**src/rtl/note_player_pkg.sv**
```systemverilog
// Shared types and widths for the note player.
// Holds the FSM state encoding and the phase/step helper.
package note_player_pkg;

    localparam int NOTE_W    = 6;
    localparam int DUR_W     = 6;
    localparam int STEP_W    = 20;
    localparam int PHASE_W   = 22;
    localparam int ROM_DEPTH = 1 << NOTE_W;

    typedef enum logic [1:0] {
        ST_IDLE    = 2'd0,
        ST_LOAD    = 2'd1,
        ST_PLAYING = 2'd2,
        ST_DONE    = 2'd3
    } state_t;

    typedef logic [NOTE_W-1:0]  note_t;
    typedef logic [DUR_W-1:0]   dur_t;
    typedef logic [STEP_W-1:0]  step_t;
    typedef logic [PHASE_W-1:0] phase_t;

    // Phase advance wraps modulo 2^PHASE_W by truncation.
    function automatic phase_t phase_add(
        input phase_t p,
        input step_t  s
    );
        return p + PHASE_W'(s);
    endfunction

endpackage

```
**src/rtl/frequency_rom.sv**
```systemverilog
// 64 x 20 phase-increment ROM, one-cycle registered read.
// Ports: clk, reset (async, high), en (read strobe), clr (zero the
// output), addr (note index), data (phase increment for that note).
module frequency_rom
    import note_player_pkg::*;
(
    input  logic              clk,
    input  logic              reset,
    input  logic              en,
    input  logic              clr,
    input  logic [NOTE_W-1:0] addr,
    output logic [STEP_W-1:0] data
);

    // Entry k = round(440 * 2^((k-49)/12) * 2^22 / 48000); entry 0 is a rest.
    localparam logic [STEP_W-1:0] TABLE [ROM_DEPTH] = '{
        20'd0,
        20'd2403,  20'd2546,  20'd2697,  20'd2858,
        20'd3028,  20'd3208,  20'd3398,  20'd3600,
        20'd3815,  20'd4041,  20'd4282,  20'd4536,
        20'd4806,  20'd5092,  20'd5395,  20'd5715,
        20'd6055,  20'd6415,  20'd6797,  20'd7201,
        20'd7629,  20'd8083,  20'd8563,  20'd9072,
        20'd9612,  20'd10184, 20'd10789, 20'd11431,
        20'd12110, 20'd12830, 20'd13593, 20'd14402,
        20'd15258, 20'd16165, 20'd17127, 20'd18145,
        20'd19224, 20'd20367, 20'd21578, 20'd22861,
        20'd24221, 20'd25661, 20'd27187, 20'd28803,
        20'd30516, 20'd32331, 20'd34253, 20'd36290,
        20'd38448, 20'd40734, 20'd43156, 20'd45722,
        20'd48441, 20'd51322, 20'd54373, 20'd57607,
        20'd61032, 20'd64661, 20'd68506, 20'd72580,
        20'd76896, 20'd81468, 20'd86312
    };

    always_ff @(posedge clk or posedge reset) begin
        if (reset) begin
            data <= '0;
        end else if (clr) begin
            data <= '0;
        end else if (en) begin
            data <= TABLE[addr];
        end
    end

endmodule

```
**src/rtl/note_player.sv**
```systemverilog
// Plays one note at a time: looks up its phase step, counts beats,
// runs the phase accumulator, and pulses note_done when finished.
// Ports: clk, reset (async, high), play (0 = freeze), new_note strobe
// with note/duration, beat and generate_next_sample strobes;
// outputs note_done, note_active, freq_step, phase.
// Option: define NOTE_PLAYER_GAP_EN to silence the final beat of
// each note (articulation gap); note_done timing is unaffected.
module note_player
    import note_player_pkg::*;
(
    input  logic               clk,
    input  logic               reset,
    input  logic               play,
    input  logic               new_note,
    input  logic [NOTE_W-1:0]  note,
    input  logic [DUR_W-1:0]   duration,
    input  logic               beat,
    input  logic               generate_next_sample,
    output logic               note_done,
    output logic               note_active,
    output logic [STEP_W-1:0]  freq_step,
    output logic [PHASE_W-1:0] phase
);

    state_t state;
    note_t  note_q;
    dur_t   dur_q;
    dur_t   remaining;

    logic rom_en;
    logic rom_clr;
    logic audible;
    logic load_snd;
    logic beat_snd;
    logic advance;

    // ROM is read during LOAD so the step is valid on entry to PLAYING
    // (or DONE for zero-length notes); cleared as DONE falls back to IDLE.
    assign rom_en  = (state == ST_LOAD);
    assign rom_clr = (state == ST_DONE) && !new_note;
    assign audible = (note_q != '0);

`ifdef NOTE_PLAYER_GAP_EN
    // Quiet while the last beat is pending: remaining <= 1.
    assign load_snd = audible && (dur_q > DUR_W'(1));
    assign beat_snd = audible && (remaining > DUR_W'(2));
    assign advance  = generate_next_sample &&
                      (remaining != DUR_W'(1));
`else
    assign load_snd = audible;
    assign beat_snd = audible;
    assign advance  = generate_next_sample;
`endif

    frequency_rom u_rom (
        .clk   (clk),
        .reset (reset),
        .en    (rom_en),
        .clr   (rom_clr),
        .addr  (note_q),
        .data  (freq_step)
    );

    always_ff @(posedge clk or posedge reset) begin
        if (reset) begin
            state       <= ST_IDLE;
            note_q      <= '0;
            dur_q       <= '0;
            remaining   <= '0;
            phase       <= '0;
            note_done   <= 1'b0;
            note_active <= 1'b0;
        end else begin
            note_done <= 1'b0;
            // A new note preempts whatever is in flight, silently.
            if (new_note) begin
                state       <= ST_LOAD;
                note_q      <= note;
                dur_q       <= duration;
                note_active <= 1'b0;
            end else begin
                unique case (state)
                    ST_IDLE: begin
                        state <= ST_IDLE;
                    end
                    ST_LOAD: begin
                        remaining <= dur_q;
                        if (dur_q == '0) begin
                            state     <= ST_DONE;
                            note_done <= 1'b1;
                        end else begin
                            state       <= ST_PLAYING;
                            note_active <= load_snd;
                        end
                    end
                    ST_PLAYING: begin
                        // Count reached zero on the previous beat.
                        if (remaining == '0) begin
                            state       <= ST_DONE;
                            note_done   <= 1'b1;
                            note_active <= 1'b0;
                        end else if (play) begin
                            if (beat) begin
                                remaining   <= remaining - DUR_W'(1);
                                note_active <= beat_snd;
                            end
                            if (advance) begin
                                phase <= phase_add(phase, freq_step);
                            end
                        end
                    end
                    ST_DONE: begin
                        state <= ST_IDLE;
                    end
                endcase
            end
        end
    end

endmodule

```
**config.mk**
```make
export PLATFORM = sky130hd
export DESIGN_NAME = note_player
export DESIGN_NICKNAME = d
export VERILOG_FILES = /design/src/rtl/note_player_pkg.sv /design/src/rtl/frequency_rom.sv /design/src/rtl/note_player.sv
export SDC_FILE = /design/constraint.sdc
export NUM_CORES = 1
export LEC_CHECK = 0
export CORE_UTILIZATION = 36
export CTS_BUF_LIST = sky130_fd_sc_hd__clkbuf_16
export DETAILED_ROUTE_END_ITERATION = 10
export DONT_BUFFER_PORTS = 1
export PLACE_DENSITY = 0.58
export SLEW_MARGIN = 25
export SYNTH_ARGS = -nofsm -noshare
export SYNTH_HDL_FRONTEND = slang
export SYNTH_SLANG_ARGS = --single-unit
export TNS_END_PERCENT = 5
```
**constraint.sdc**
```tcl
create_clock -name clk -period 8.2 [get_ports clk]
set_clock_uncertainty 0.2 [all_clocks]
set_input_delay 1.64 -clock clk [delete_from_list [all_inputs] [get_ports clk]]
set_output_delay 1.64 -clock clk [all_outputs]
set_load 0.01 [all_outputs]
```
==> flow_metrics.env <==
export IMPL_outcome="complete, no violations"
export IMPL_cap_violations=0
export IMPL_reg2reg_from="note_q[0]$_DFFE_PP0P_"
export IMPL_total_leakage_power_nw=2.284
export IMPL_yosysWarnings=0
export IMPL_rows=42
export IMPL_setup_slack_ns=5.082
export IMPL_ant_nets=0
export IMPL_rsz0062_at_grt="no"
export IMPL_setup_viol=0
export IMPL_r2r_cells=8
export IMPL_area_growth_pct=7.487
export IMPL_layout_min_cycle_time_ns=3.118
export IMPL_ctsHoldBuffers=0
export IMPL_nets=637
export IMPL_drt_iter0_markers=665
export IMPL_netlist_instances=611
export IMPL_finalCritPeriodShare=0.3803
export IMPL_diodes=0
export IMPL_synth_area_per_cell_sq_um=8.150
export IMPL_dieArea_sq_um=14310
export IMPL_fillers=1367
export IMPL_setup_tns_final_ns=0
export IMPL_overflow=0
export IMPL_die_y_microns=119.6
export IMPL_synth_top_area_frac=0.3065
export IMPL_viasPerCell=5.901
export IMPL_portBuffers=0
export IMPL_crit_arrival_ns=3.14
export IMPL_clockBufferDepth=2
export IMPL_syn_area_sq_um=4980
export IMPL_synth_ff_type="dfrtp_1"
export IMPL_htree_levels=3
export IMPL_grt_use_total=0.1964
export IMPL_fin_area_sq_um=5353
export IMPL_criticalPathCategory="register to register"
export IMPL_dr_pass1_iters=5
export IMPL_start_util=0.3731
export IMPL_drc=0
export IMPL_reg2reg_slack_ns=5.08
export IMPL_netlist_top_cells_area="dfrtp_1 (31%), ha_1 (8.5%), o21ai_0 (6.6%)"
export IMPL_drive_gt1_frac=0.07131
export IMPL_clock_latency_ns=0.33
export IMPL_grt_max_degree=71
export IMPL_worstHoldEndpoint="remaining[1]$_DFFE_PP0P_"
export IMPL_numCtsBuffers=9
export IMPL_synth_async_reset_ratio=1.000
export IMPL_finalHoldViolCount=0
export IMPL_worst_setup_path_end_kind="register"
export IMPL_power_density_nw_per_um2=305.9
export IMPL_cts_root_buf="clkbuf_16"
export IMPL_dr_total_vias=4514
export IMPL_grt_pass1_vias=4211
export IMPL_fmaxAchievable_mhz=320.7
export IMPL_cts_resized=0
export IMPL_holdCritPathClass="register to register"
export IMPL_min_from="remaining[1]$_DFFE_PP0P_"
export IMPL_maxSlewHeadroom=0.4806
export IMPL_synth_seq_cells=61
export IMPL_post_place_ws_ns=5.080
export IMPL_io_pins=62
export IMPL_start_kind="register"
export IMPL_synth_edf_count=0
export IMPL_grt_first_pass_wirelength_mm=22.27
export IMPL_postCtsSetupRepairBufs=0
export IMPL_ir_drop_mv=0.1219
export IMPL_cts_tree="built"
export IMPL_placed_area_sq_um=5015
export IMPL_fp_coreArea_sq_um=13350
export IMPL_worst_pin_slew_ns=0.7792
export IMPL_clkTransAtPathRegs_ns=0.05
export IMPL_grt_antenna_before_repair=0
export IMPL_required_ns=8.22
export IMPL_r2r_end="u_rom.data[6]$_DFFE_PP0P_"
export IMPL_gp_congestion=0.8948
export IMPL_clock_sinks=61
export IMPL_die_width_microns=119.6
export IMPL_critPathMaxFanout=17
export IMPL_wire_per_inst_microns=18.02
export IMPL_synth_distinct_cells=66
export IMPL_wl_mm=13.79
export IMPL_synth_seq_area_share=0.3065
export IMPL_finalMaxSlewViolations=0
export IMPL_hpwl_mm=9.760
export IMPL_synth_top_area_cell="dfrtp_1"
export IMPL_hold_depth=2
-- sequential cells by signal, summed over array words and instances, names as in the netlist --
register	count
remaining	6
phase	22
state	2
note_q	6
note_done	1
note_active	1
dur_q	6
u_rom.data	17
-- critical path: stages, from the launching register on --
cell	delay [ns]
dfrtp_1	0.68
inv_1	0.29
ha_1	0.37
or2b_1	0.28
and2_1	0.20
nor2_1	0.05
o311ai_0	0.49
o21ai_0	0.22
a22o_1	0.23
-- how the worst max path moves through the flow --
stage,from,to,cells after the start
finish,note_q[0]$_DFFE_PP0P_,u_rom.data[6]$_DFFE_PP0P_,8
detailed placement,new_note,phase[16]$_DFFE_PP0P_,6
global route,note_q[0]$_DFFE_PP0P_,u_rom.data[9]$_DFFE_PP0P_,7
CTS,note_q[0]$_DFFE_PP0P_,u_rom.data[9]$_DFFE_PP0P_,7
floorplan,reset,dur_q[0]$_DFFE_PP0P_,1
global placement,new_note,phase[16]$_DFFE_PP0P_,6
-- synth_stat cells (all sizes together) (14+ instances only) --
cell type / count
dfrtp: 61
nand3: 15
nand2: 71
a31oi: 14
o211ai: 15
nor3: 17
inv: 23
a21oi: 49
ha: 34
o21ai: 67
buf: 22
clkbuf: 25
nor2: 38
-- power breakdown --
part | total (W) | internal, W | switching (W)
Sequential | 0.000538 | 0.000392 | 0.000146
Combinational | 0.000662 | 0.000263 | 0.000399
Clock | 0.000438 | 0.000296 | 0.000142
Total | 0.00164 | 0.000950 | 0.000687
-- metal layers --
metal / global-route usage / routed length [microns]
met2: 0.3027 / 6273
met5: 0 / 0
met3: 0.04848 / 873
met1: 0.2666 / 6379
met4: 0.06719 / 259
-- cell type report --
| cell class | count | area (sq um) | share of cell area |
|---|---|---|---|
| sequential | 61 | 1528 | 0.2854 |
| multi-input combinational | 482 | 3128 | 0.5844 |
| tap | 176 | 220.2 | 0.04114 |
| clock buffer | 9 | 225.2 | 0.04208 |
| timing repair buffer | 7 | 52.55 | 0.009818 |
| clock inverter | 7 | 112.6 | 0.02104 |
| inverter | 23 | 86.33 | 0.01613 |
-- kinds of logic (layout without fill, tap and decap cells) --
kind of cell / after synthesis / after routing / share of synthesized area
buffers and inverters: 70 / 46 / 0.06683
AOI/OAI and AO/OA: 223 / 223 / 0.2852
other: 1 / 3 / 0.0007530
muxes: 22 / 22 / 0.05201
DFF: 61 / 61 / 0.3065
adders and majority gates: 35 / 35 / 0.08945
xor gates and xnor gates: 15 / 15 / 0.02638
and+or+nand+nor: 184 / 184 / 0.1729
-- per-stage QoR --
step	instances	power [W]	util	hold WS [ns]
floorplan	613	0.001031	-	0.2648
global placement	749	0.001181	0.3757	0.2861
detailed placement	749	0.001195	0.3757	0.3181
CTS	765	0.001640	0.4010	0.3300
global route	765	0.001761	0.4010	0.3709
finish	765	0.001637	0.4010	0.3292
-- cells in the final DEF (no fill, tap or decap), types with 6 or more instances in the layout --
master / netlist / layout
mux2_2: 11 / 11
a31oi_1: 14 / 14
a21o_1: 11 / 11
clkbuf_16: 0 / 9
mux2i_1: 9 / 9
nand2_1: 71 / 71
inv_1: 23 / 22
o21a_1: 8 / 8
nor2b_1: 7 / 7
ha_1: 34 / 34
nand2b_1: 9 / 9
buf_4: 4 / 7
o211ai_1: 15 / 15
nor3_1: 17 / 17
o311ai_0: 6 / 6
a22o_1: 7 / 7
a21oi_1: 49 / 49
xor2_1: 9 / 9
xnor2_1: 6 / 6
nor2_1: 38 / 38
o21ai_0: 66 / 66
nand3_1: 15 / 15
a211oi_1: 11 / 11
dfrtp_1: 61 / 60
(Power assumes the default switching activity.)
